File: src/rtl/fifod2mac_pkg.sv
// fifod2mac_pkg: shared state encoding and constants for the fifod -> mac transmit bridge.
// Revision: 1.0
`default_nettype none

package fifod2mac_pkg;

  typedef enum logic [2:0] {
    S_IDLE  = 3'd0,
    S_WAIT  = 3'd1,
    S_START = 3'd2,
    S_SEND  = 3'd3,
    S_DONE  = 3'd4
  } state_t;

  localparam int unsigned C_MAX_LEN = 1472;
  localparam int unsigned C_HDR_LEN = 4;
  localparam logic [7:0]  C_HDR_B0  = 8'h55;
  localparam logic [7:0]  C_HDR_B1  = 8'hAA;

endpackage

`default_nettype wire

File: src/rtl/fifod2mac.sv
// fifod2mac: streams one frame from the ADC data FIFO into the MAC UDP transmit port.
// Optional header prefix enabled by FIFOD2MAC_HDR_EN.  Revision: 1.0
`default_nettype none

module fifod2mac
  import fifod2mac_pkg::*;
#(
  parameter int unsigned MAX_LEN = C_MAX_LEN,
  parameter int unsigned HDR_LEN = C_HDR_LEN
) (
  input  logic        clk,
  input  logic        rst_n,
  input  logic        fs,
  output logic        fd,
  output logic        err,
  input  logic [11:0] tx_len,
  input  logic [7:0]  dev_info,
  input  logic [11:0] fifod_count,
  output logic        fifod_rxen,
  input  logic [7:0]  fifod_rxd,
  output logic        udp_tx_start,
  output logic [15:0] udp_tx_len,
  input  logic        udp_tx_prep,
  input  logic        udp_tx_req,
  output logic [7:0]  udp_txd,
  input  logic        udp_tx_done
);

`ifdef FIFOD2MAC_HDR_EN
  localparam logic c_hdr_en = 1'b1;
`else
  localparam logic c_hdr_en = 1'b0;
`endif
  localparam logic [15:0] c_hdr_len = 16'(HDR_LEN);
  localparam logic [15:0] c_hdr     = c_hdr_en ? c_hdr_len : 16'd0;

  state_t      r_state, w_next;
  logic [11:0] r_len;
  logic [7:0]  r_dev;
  logic [15:0] r_cnt;
  logic [15:0] r_ulen;
  logic        r_err;
  logic [7:0]  r_txd;
  logic        r_sel;

  logic        w_accept, w_bad, w_pull, w_has, w_hdr;
  logic        w_rd, w_over, w_early, w_ok_done;
  logic [7:0]  w_hbyte, w_fcnt;

  assign w_accept  = (r_state == S_IDLE) && fs;
  assign w_bad     = (tx_len == 12'd0) || (32'(tx_len) > MAX_LEN);
  assign w_pull    = (r_state == S_SEND) && udp_tx_req;
  assign w_has     = r_cnt < r_ulen;
  assign w_hdr     = c_hdr_en && (r_cnt < c_hdr_len);
  assign w_rd      = w_pull && w_has && !w_hdr;
  assign w_over    = w_pull && !w_has;
  assign w_early   = (r_state == S_SEND) && udp_tx_done && w_has;
  assign w_ok_done = (r_state == S_SEND) && udp_tx_done && !w_has;

  always_comb begin
    w_next       = r_state;
    fd           = 1'b0;
    udp_tx_start = 1'b0;
    case (r_state)
      S_IDLE:  if (fs) w_next = w_bad ? S_DONE : S_WAIT;
      S_WAIT:  if (fifod_count >= r_len) w_next = S_START;
      S_START: if (udp_tx_prep) begin
                 udp_tx_start = 1'b1;
                 w_next       = S_SEND;
               end
      S_SEND:  if (udp_tx_done) w_next = S_DONE;
      S_DONE:  begin
                 fd = 1'b1;
                 if (!fs) w_next = S_IDLE;
               end
      default: w_next = S_IDLE;
    endcase
  end

  always_comb begin
    w_hbyte = 8'h00;
    case (r_cnt)
      16'd0:   w_hbyte = C_HDR_B0;
      16'd1:   w_hbyte = C_HDR_B1;
      16'd2:   w_hbyte = r_dev;
      16'd3:   w_hbyte = w_fcnt;
      default: w_hbyte = 8'h00;
    endcase
  end

  always_ff @(posedge clk or negedge rst_n) begin
    if (!rst_n) begin
      r_state <= S_IDLE;
      r_len   <= 12'd0;
      r_dev   <= 8'h00;
      r_cnt   <= 16'd0;
      r_ulen  <= 16'd0;
      r_err   <= 1'b0;
      r_txd   <= 8'h00;
      r_sel   <= 1'b0;
    end else begin
      r_state <= w_next;
      if (w_accept) begin
        r_len  <= tx_len;
        r_dev  <= dev_info;
        r_cnt  <= 16'd0;
        r_ulen <= {4'd0, tx_len} + c_hdr;
        r_err  <= w_bad;
      end else begin
        if (w_over || w_early) r_err <= 1'b1;
        if (w_pull && w_has) r_cnt <= r_cnt + 16'd1;
      end
      // Payload bytes bypass r_txd: the FIFO's own read latency lines them up.
      r_sel <= w_rd;
      r_txd <= (w_pull && w_has && w_hdr) ? w_hbyte : 8'h00;
    end
  end

`ifdef FIFOD2MAC_HDR_EN
  logic [7:0] r_fcnt;

  always_ff @(posedge clk or negedge rst_n) begin
    if (!rst_n) begin
      r_fcnt <= 8'h00;
    end else if (w_ok_done && !r_err && !w_over) begin
      r_fcnt <= r_fcnt + 8'h01;
    end
  end

  assign w_fcnt = r_fcnt;
`else
  assign w_fcnt = 8'h00;
`endif

  assign err        = r_err;
  assign fifod_rxen = w_rd;
  assign udp_tx_len = r_ulen;
  assign udp_txd    = r_sel ? fifod_rxd : r_txd;

endmodule

`default_nettype wire

File: config.mk
export PLATFORM = sky130hd
export DESIGN_NAME = fifod2mac
export DESIGN_NICKNAME = d
export VERILOG_FILES = /design/src/rtl/fifod2mac_pkg.sv /design/src/rtl/fifod2mac.sv
export SDC_FILE = /design/constraint.sdc
export NUM_CORES = 1
export LEC_CHECK = 0
export BUFFER_PORTS_ARGS = -buffer_cell sky130_fd_sc_hd__buf_2
export CAP_MARGIN = 10
export CORE_MARGIN = 2
export CORE_UTILIZATION = 45
export DETAILED_ROUTE_END_ITERATION = 10
export PLACE_DENSITY = 0.73
export REMOVE_ABC_BUFFERS = 1
export SLEW_MARGIN = 20
export SYNTH_ARGS = -nofsm -noshare
export SYNTH_HDL_FRONTEND = slang
export SYNTH_SLANG_ARGS = --single-unit
File: constraint.sdc
create_clock -name clk -period 2.7 [get_ports clk]
set_input_delay 0.54 -clock clk [delete_from_list [all_inputs] [get_ports clk]]
set_output_delay 0.54 -clock clk [all_outputs]
set_load 0.1 [all_outputs]
Word level (Yosys, flattened, before mapping)

Index checks and enable logic that the tools add are counted.

Add/subtract/negate cells: 1
Magnitude comparators: 3
Mux-type cells: 15
Eq/ne operators: 9
Reduce and logical (&&, ||, !) cells: 14

Operator list:

| operator                                                                | number |
|---|---|
| 16-bit two-way mux                                                      | 2 |
| 3-bit two-way mux                                                       | 6 |
| 16-bit by 1-bit adder with 16-bit output (second input constant)        | 1 |
| 16-bit by 12-bit less-than comparator with 1-bit output                 | 1 |
| 3-bit one-hot mux with 5 select lines                                   | 1 |
| 12-bit >= comparator                                                    | 1 |
| 12-bit by 11-bit > comparator with 1-bit output (second input constant) | 1 |
| 12-bit zero test                                                        | 1 |
| 2-bit inequality test (second input constant)                           | 5 |
| 8-bit two-way mux                                                       | 1 |
| 3-bit by 2-bit equality test with 1-bit output (second input constant)  | 2 |
| 1-bit logical AND                                                       | 6 |
| 1-bit two-way mux                                                       | 5 |
| 5-bit AND reduction                                                     | 1 |
| 2-bit nonzero test                                                      | 2 |
| 3-bit by 1-bit equality test with 1-bit output (second input constant)  | 1 |
| 3-bit equality test (second input constant)                             | 1 |
| 3-bit zero test                                                         | 1 |
| 1-bit logical OR                                                        | 2 |
| 1-bit zero test                                                         | 1 |

Flip-flop bits (word level): 33
Output and inout bits: 28

Depth between registers and ports, before layout

Gate-level depths: netlist of the first run.

Word-level depth: 6
Depth in mapped cells: 8
Depth with buffers taken out: 8

Worst setup path after synthesis of the first run

OpenSTA, ideal clock, no wires.

Path kind: reg-to-output
Start: register r_len[2] (netlist name)
End: output port fifod_rxen
Data arrival time: 2.838 ns
Path buffers: 0
Stages on the path, launching flop included: 8
Path slack: -0.678 ns
Cell sequence: dfrtp_1 inv_1 ha_1 a211oi_1 o21ai_1 a21oi_2 o211ai_2 inv_1

RTL lines:

| element          | RTL line        | text |
|---|---|---|
| end: declaration | fifod2mac.sv:19 | `output logic fifod_rxen,` |

==> run metrics, run 1 <==
CP cell instances inv_1 > ha_1 > a211oi_2 > nor2_2 > nor3_2 > o211ai_2 > inv_1 > buf_12; Critical Path Slowest Stage Cell dfrtp_1; DRT iter0 DRCs 104; Main synth FF type dfrtp_1; Max Cap Viol 0; crit-path most repeated cell inv_1; CP startpoint kind flip-flop; std cell rows 25; FMAX 392 MHz; non-filler cells, final 354; Initial Utilization 46.0%; Global Route Usage Sum 19.0%; FF+latch count, synth 33; share of the yosys chip area belonging to registers 38.8%; Final Hold Vio Count 0; leak pwr 1.36 nW; Setup Crit Path Kind flip-flop to output pin; dpl hpwl 3490 um; antenna cell count 0; H-tree depth 2; CP required 2.16 ns; Remaining DRCs 0; TritonCTS clock tree built; Design Area, Final 2630 um2; WP buf/inv 3; die width 72.8 um; Clock Tree Buf Depth 2; Post-synth EDFFs 0; Post-CTS Hold Buffers 0; post-synth cell types 41; TritonCTS Sinks 33; instance area at placement 2500 um2; Port Buf Inserts 61; min Tclk post-route 2.55 ns; Rel. slew slack 49.4%; dpl cells 346; Hold Path Class input port to async pin; pwr/cell area 1070 nW/um2; outcome completed; Synth Instances 234; vias in the first global route 1,757; I/O pin total 74; Final Slew Violations 0; first-pass GRT wire length 7780 um; # setup viols final 0; initial antenna violation count 0; DR pass1 iterations 4; Nets 369; R2R setup slack 0.32 ns; Clock Skew 0.00203 ns; Worst-Skew Late Latency 0.29 ns; Via Count 1,865; Die Y 72.8 um; biggest cell delay along the critical path 0.35 ns; total congestion overflow 0; P&R area growth vs syn 23.5%; Clk pin slew, worst setup/hold paths 0.07 ns; gpl congestion 0.789; critical path arrival 2.01 ns; CORE AREA 4630 um2; antenna-violating nets left 0; worst vdd ir 0.000742 V; Worst path top cell family by delay compound AO/OA/AOI/OAI gates; syn_area_per_cell 9.10 um2; Cell Area, Synth 2130 um2; Yosys Warn Count 0; Die ar. 5300 um2; Slew @ Worst Pin 0.759 ns; Tcrit/Tclk final 94.5%; Critical Path Fanout Max 3; largest net degree at the start of global routing 36; asr flop ratio synth 100%; CTS Buf Count 5; CTS root buf clkbuf_8; final wirelength 4650 um; Routed WL per cell 13.1 um; layout cells sized above 1 27.7%; Vias/cell 5.27; CP Capture Type output pin
-- worst register-to-register path, stage by stage (launching register included) --
cell and delay [ns]:
dfrtp_1 0.37, inv_1 0.11, ha_1 0.25, a211oi_1 0.20
o21ai_0 0.18, a221oi_1 0.40, o21ai_0 0.22, mux2_2 0.30
a221oi_1 0.24
-- area by class of cell --
type	count	area [um2]
Fill cell	431	2000
Multi-Input combinational cell	180	1220
Sequential cell	33	826
Timing Repair Buffer	64	343
Clock buffer	7	86.3
Tap cell	54	67.6
Inverter	15	56.3
Clock inverter	1	30.0
-- power breakdown --
group | internal, mW | switching [mW]
sequential | 0.615 | 0.0916
clock | 0.301 | 0.184
combinational | 0.351 | 1.27
-- state kept, by name, indices dropped and copies added (netlist names) --
signal,flops
r_cnt,16
r_len,12
r_state,3
err,1
r_sel,1
-- cell families after synthesis --
| group | after synthesis | share of synthesized area, % |
|---|---|---|
| AND/OR/NAND/NOR | 90 | 23.0 |
| AO/OA/AOI/OAI | 54 | 15.4 |
| flip-flops | 33 | 38.8 |
| adder cells (fa/ha/maj) | 24 | 14.1 |
| buffers and inverters | 24 | 4.94 |
| XOR/XNOR | 4 | 1.65 |
| multiplexers | 4 | 1.94 |
| other | 1 | 0.176 |
-- per-stage QoR --
| stage | total power, mW | setup WS, ns | TNS, ns | util (%) | hold slack [ns] |
|---|---|---|---|---|---|
| after floorplan | 2.01 | -0.678 | -1.17 | - | 0.244 |
| after global placement | 2.31 | 0.219 | 0 | 54.1 | 0.474 |
| after detailed placement | 2.33 | 0.113 | 0 | 54.1 | 0.480 |
| after CTS | 2.83 | 0.101 | 0 | 56.6 | 0.340 |
| after global routing | 3.01 | -0.0463 | -0.0463 | 56.8 | 0.376 |
| final | 2.81 | 0.149 | 0 | 56.8 | 0.319 |
-- layout by cell type (no fill, tap or decap), types with 2 or more instances in the layout --
master	n
buf_2	60
dfrtp_1	33
nand2_1	27
ha_1	24
o21ai_0	23
inv_1	15
and2_1	12
a21oi_1	12
nor2_1	11
nand3_1	6
clkbuf_8	6
nand4_1	5
or3_1	5
xor2_1	4
a21o_1	4
conb_1	4
nor3_1	3
nor2b_1	3
and3_1	3
or4_1	3
mux2i_1	3
o211ai_1	3
buf_4	3
a211oi_1	2
nor2_2	2
nand3b_1	2
a221oi_1	2
-- layer usage --
layer  routed length, um  share of wire [%]  global-route usage [%]  vias up
met4                  61                1.3                    6.17        0
met5                   0                  0                       0        -
li1                    -                  -                       -      947
met3                 288                6.2                    4.56        6
met1                2100                 45                    23.8      855
met2                2200                 47                    32.2       57
-- timing repair --
action | in CTS | in global routing
setup buffers | 0 | 0
hold endpoints to repair | 0 | 0
setup endpoints to repair | 0 | 1
gates resized for setup | 0 | 2
-- worst paths after layout --
| path | to | from | cells after the start |
|---|---|---|---|
| max in group asynchronous | r_state[2] | rst_n | 1 |
| max reg2reg | r_state[0] | r_len[2] | 8 |
| min | r_len[3] | rst_n | 1 |
| max | fifod_rxen | r_len[9] | 8 |
| min in group clk | r_len[5] | tx_len[5] | 3 |
| min reg2reg | r_cnt[15] | r_cnt[15] | 1 |
-- synthesized netlist by cell type, types with 2 or more instances --
master,count,area (um2)
xor2_1,4,35.0
or3_1,5,31.3
a221oi_1,2,17.5
nand3_1,6,30.0
ha_1,24,300
a21oi_1,12,60.1
and2_1,12,75.1
dfrtp_1,33,826
nand4_1,5,31.3
a211oi_1,3,22.5
a21o_1,4,30.0
nor3_1,3,15.0
nand2_1,27,101
clkbuf_1,5,18.8
and3_1,3,18.8
or4_1,3,22.5
nand3b_1,2,15.0
nor2b_1,3,18.8
o211ai_1,3,22.5
nor2_1,13,48.8
mux2i_1,3,30.0
buf_4,4,30.0
inv_1,15,56.3
o21ai_0,23,115
(Power assumes the default switching activity.)
==> inputs of run 2 (changes only) <==
--- a/config.mk
+++ b/config.mk
@@ -5,12 +5,13 @@
 export SDC_FILE = /design/constraint.sdc
 export NUM_CORES = 1
 export LEC_CHECK = 0
+export ABC_CLOCK_PERIOD_IN_PS = 2700
 export BUFFER_PORTS_ARGS = -buffer_cell sky130_fd_sc_hd__buf_2
 export CAP_MARGIN = 10
-export CORE_MARGIN = 2
-export CORE_UTILIZATION = 45
+export CORE_MARGIN = 5
+export CORE_UTILIZATION = 50
 export DETAILED_ROUTE_END_ITERATION = 10
-export PLACE_DENSITY = 0.73
+export PLACE_DENSITY = 0.8
 export REMOVE_ABC_BUFFERS = 1
 export SLEW_MARGIN = 20
 export SYNTH_ARGS = -nofsm -noshare
==> run metrics, run 2 (same netlist as run 1, synthesis figures left out) <==
Clk pin slew, worst setup/hold paths 0.07 ns; instance area at placement 2500 um2; # setup viols final 0; vias in the first global route 1,779; commonest cells after routing, fill and taps aside buf_2, dfrtp_1, nand2_1; std cell rows 23; P&R area growth vs syn 21.5%; critical path arrival 2.02 ns; initial antenna violation count 0; Max Cap Viol 0; Tcrit/Tclk final 94.7%; I/O pin total 74; TritonCTS Sinks 33; Die ar. 5660 um2; Rel. slew slack 50.4%; first-pass GRT wire length 7840 um; Post-CTS Hold Buffers 0; DR pass1 iterations 4; Routed WL per cell 13.7 um; Biggest register r_cnt; quantity of gates resized following cts 0; biggest regs r_cnt: 16 flops, r_len: 12 flops, r_state: 3 flops; H-tree depth 2; Slew @ Worst Pin 0.744 ns; leak pwr 1.34 nW; Setup Crit Path Kind flip-flop to output pin; Design Area, Final 2580 um2; post-CTS setup buffers 0; DRT iter0 DRCs 59; unrepaired setup endpoints after global routing false; Via Count 1,894; CTS Buf Count 5; most common cell after layout, fill and taps aside buf_2; CTS root buf clkbuf_8; antenna cell count 0; Final Hold Vio Count 0; Global Route Usage Sum 18.4%; Worst-Skew Late Latency 0.28 ns; Nets 369; CP Capture Type output pin; CORE AREA 4060 um2; antenna-violating nets left 0; Initial Utilization 52.5%; FMAX 391 MHz; largest net degree at the start of global routing 37; pwr/cell area 1050 nW/um2; TritonCTS clock tree built; total congestion overflow 0; dpl hpwl 3730 um; CP startpoint kind flip-flop; die width 75.2 um; final hold slack 0.322 ns; worst reg2reg path depth 8; Final Slew Violations 0; Clock Skew 0.00644 ns; non-filler cells, final 349; worst vdd ir 0.000692 V; Critical Path Fanout Max 3; max reg flops 16; outcome completed; Port Buf Inserts 61; Remaining DRCs 0; Clock Tree Buf Depth 2; Hold Path Class input port to async pin; gpl congestion 0.813; min Tclk post-route 2.56 ns; layout cells sized above 1 26.8%; CP required 2.16 ns; Vias/cell 5.43; dpl cells 342; Die Y 75.2 um; final wirelength 4790 um
run 2: final timing paths:
check / from / to / slack (ns)
hold reg to reg: r_cnt[12] / r_cnt[12] / 0.49
max in group asynchronous: rst_n / r_cnt[8] / 1.90
setup / recovery: r_len[2] / fifod_rxen / 0.14
setup reg to reg: r_len[2] / r_state[0] / 0.38
min in group clk: tx_len[3] / r_len[3] / 0.47
hold / removal: rst_n / r_state[1] / 0.32
run 2: routing by layer:
metal | track usage (%) | wire (um) | up-vias
met3 | 5.61 | 390 | 2
met5 | 0 | 0 | -
li1 | - | - | 943
met2 | 31.8 | 2230 | 60
met1 | 23.2 | 2160 | 889
met4 | 2.91 | 21 | 0
run 2: cell type report:
type                       instances  area, um2
tap                               50       62.6
timing repair buffer              64        343
fill                             363       1470
clock buffer                       7       86.3
sequential                        33        826
inverter                          15       56.3
multi-input combinational        180       1210
run 2: stage by stage:
stage	util, %	setup WS [ns]	TNS (ns)	power, mW
after CTS	63.7	0.113	0	2.73
after global routing	63.7	0.0277	0	2.88
final	63.7	0.144	0	2.71
after global placement	61.6	0.200	0	2.31
after floorplan	-	-0.678	-1.17	2.01
after detailed placement	61.6	0.0831	0	2.35
run 2: where the power goes:
part / internal [mW] / switching, mW / leakage (nW) / total, mW
logic: 0.353 / 1.28 / 0.866 / 1.63
clock network: 0.202 / 0.170 / 0.0443 / 0.372
registers: 0.615 / 0.0928 / 0.434 / 0.708
run 2: critical path, cell delays in order (launching register included):
cell and delay (ns):
dfrtp_1 0.37, inv_1 0.10, ha_1 0.25, a211oi_1 0.22
o21ai_1 0.12, a21oi_2 0.21, o211ai_2 0.13, inv_1 0.13
buf_12 0.18
==> inputs of run 3 (changes only) <==
--- a/config.mk
+++ b/config.mk
@@ -9,9 +9,9 @@
 export BUFFER_PORTS_ARGS = -buffer_cell sky130_fd_sc_hd__buf_2
 export CAP_MARGIN = 10
 export CORE_MARGIN = 5
-export CORE_UTILIZATION = 50
+export CORE_UTILIZATION = 45
 export DETAILED_ROUTE_END_ITERATION = 10
-export PLACE_DENSITY = 0.8
+export PLACE_DENSITY = 0.73
 export REMOVE_ABC_BUFFERS = 1
 export SLEW_MARGIN = 20
 export SYNTH_ARGS = -nofsm -noshare
==> run metrics, run 3 (same netlist as run 1, synthesis figures left out) <==
max reg flops 16; die width 78.8 um; register area 826 um2; Critical Path Fanout Max 4; Global Route Usage Sum 16.7%; Tcrit/Tclk final 93.6%; Final Hold Vio Count 0; Port Buf Inserts 61; Clock Skew 0.00674 ns; std cell rows 25; TritonCTS Sinks 33; fillers 446; CP required 2.16 ns; min Tclk post-route 2.53 ns; antenna cell count 0; Vias/cell 5.35; CTS Buf Count 5; P&R area growth vs syn 22.2%; CTS root buf clkbuf_8; FMAX 396 MHz; largest net degree at the start of global routing 34; switch share 57.4%; leak pwr 1.35 nW; Die Y 78.8 um; total congestion overflow 0; outcome completed; CP cell instances ha_1 > a211oi_1 > nor2_1 > nor3_2 > o211ai_2 > inv_2 > buf_12; Critical Path Slowest Stage Cell dfrtp_1; commonest cells after routing, fill and taps aside buf_2, dfrtp_1, nand2_1; cell internal pwr 1.16 mW; H-tree depth 2; Hold Path Class input port to async pin; biggest regs r_cnt: 16 flops, r_len: 12 flops, r_state: 3 flops; Design Area, Final 2600 um2; Via Count 1,905; Slew @ Worst Pin 0.759 ns; Clk pin slew, worst setup/hold paths 0.07 ns; CORE AREA 4660 um2; biggest cell delay along the critical path 0.43 ns; unrepaired setup endpoints after global routing false; CP startpoint kind flip-flop; Nets 371; layout cells sized above 1 27.8%; vias in the first global route 1,845; area occupied by multi-input gates 1210 um2; Flop pwr share 26.0%; antenna-violating nets left 0; Setup Crit Path Kind flip-flop to output pin; Fin Setup TNS 0 ns; TritonCTS clock tree built; Worst-Skew Late Latency 0.29 ns; dpl hpwl 3810 um; Clk pwr share 13.4%; DRT iter0 DRCs 55; most common cell after layout, fill and taps aside buf_2; critical path arrival 1.99 ns; P_sw 1.56 mW; Clock Tree Buf Depth 2; CP Capture Type output pin; initial antenna violation count 0; Rel. slew slack 49.4%; Initial Utilization 45.7%; pwr/cell area 1050 nW/um2; I/O pin total 74; first-pass GRT wire length 8200 um; Remaining DRCs 0; Biggest register r_cnt; # setup viols final 0; DR pass1 iterations 4; Post-CTS Hold Buffers 0; gpl congestion 0.835; Die ar. 6200 um2; combinational power share 60.6%; dpl cells 347; non-filler cells, final 356; Max Cap Viol 0; worst vdd ir 0.000721 V; final wirelength 4920 um; Routed WL per cell 13.8 um; instance area at placement 2510 um2; Final Slew Violations 0
==> run 3: worst paths after layout <==
| check | depth (start not counted) | start | slack [ns] | endpoint |
|---|---|---|---|---|
| setup / recovery | 7 | r_cnt[9] | 0.17 | fifod_rxen |
| hold / removal | 1 | rst_n | 0.31 | r_len[2] |
| setup reg to reg | 8 | r_len[5] | 0.36 | r_state[0] |
| hold reg to reg | 1 | r_cnt[14] | 0.49 | r_cnt[14] |
| max in group asynchronous | 1 | rst_n | 1.90 | r_len[8] |
| min in group clk | 3 | tx_len[2] | 0.46 | r_len[2] |
==> run 3: metrics by stage <==
stage | utilization, % | hold WS, ns | setup slack, ns | total power [mW]
after floorplan | - | 0.244 | -0.678 | 2.01
after global placement | 53.9 | 0.475 | 0.187 | 2.33
after detailed placement | 53.9 | 0.477 | 0.113 | 2.36
after CTS | 55.7 | 0.339 | 0.0647 | 2.73
after global routing | 55.8 | 0.396 | 0.0202 | 2.89
final | 55.8 | 0.314 | 0.172 | 2.72
==> run 3: timing repair <==
action | CTS | global route
setup endpoints to repair | 0 | 1
hold endpoints to repair | 0 | 0
gates resized for setup | 0 | 1
buffers inserted | 0 | 1
==> run 3: metal layers <==
layer  global-route usage (%)  wire (um)  vias up
met4                     5.94         78        0
met5                        0          0        -
met1                     21.0       2230      883
met3                     3.63        289        8
met2                     28.4       2320       59
li1                         -          -      955
==> run 3: area by class of cell <==
cell class / instances / share of cell area (%)
clock buffer: 6 / 2.79
sequential: 33 / 31.7
timing repair buffer: 66 / 13.8
inverter: 15 / 2.16
tap: 54 / 2.60
clock inverter: 2 / 0.385
multi-input combinational: 180 / 46.6
==> run 3: worst max-delay path, delay by kind of cell (launching register included) <==
| kind | cells | cell delay (ns) |
|---|---|---|
| AND/OR/NAND/NOR | 2 | 0.30 |
| AO/OA/AOI/OAI | 2 | 0.38 |
| flip-flops | 1 | 0.43 |
| buffers and inverters | 2 | 0.27 |
| adder cells (fa/ha/maj) | 1 | 0.31 |
==> run 3: power groups by stage <==
stage | Clock, mW | Combinational, mW | Sequential (mW)
floorplan | 0 | 0.622 | 1.39
global placement | 0 | 1.62 | 0.709
detailed placement | 0 | 1.65 | 0.715
CTS | 0.367 | 1.66 | 0.706
global route | 0.391 | 1.77 | 0.729
finish | 0.364 | 1.65 | 0.706
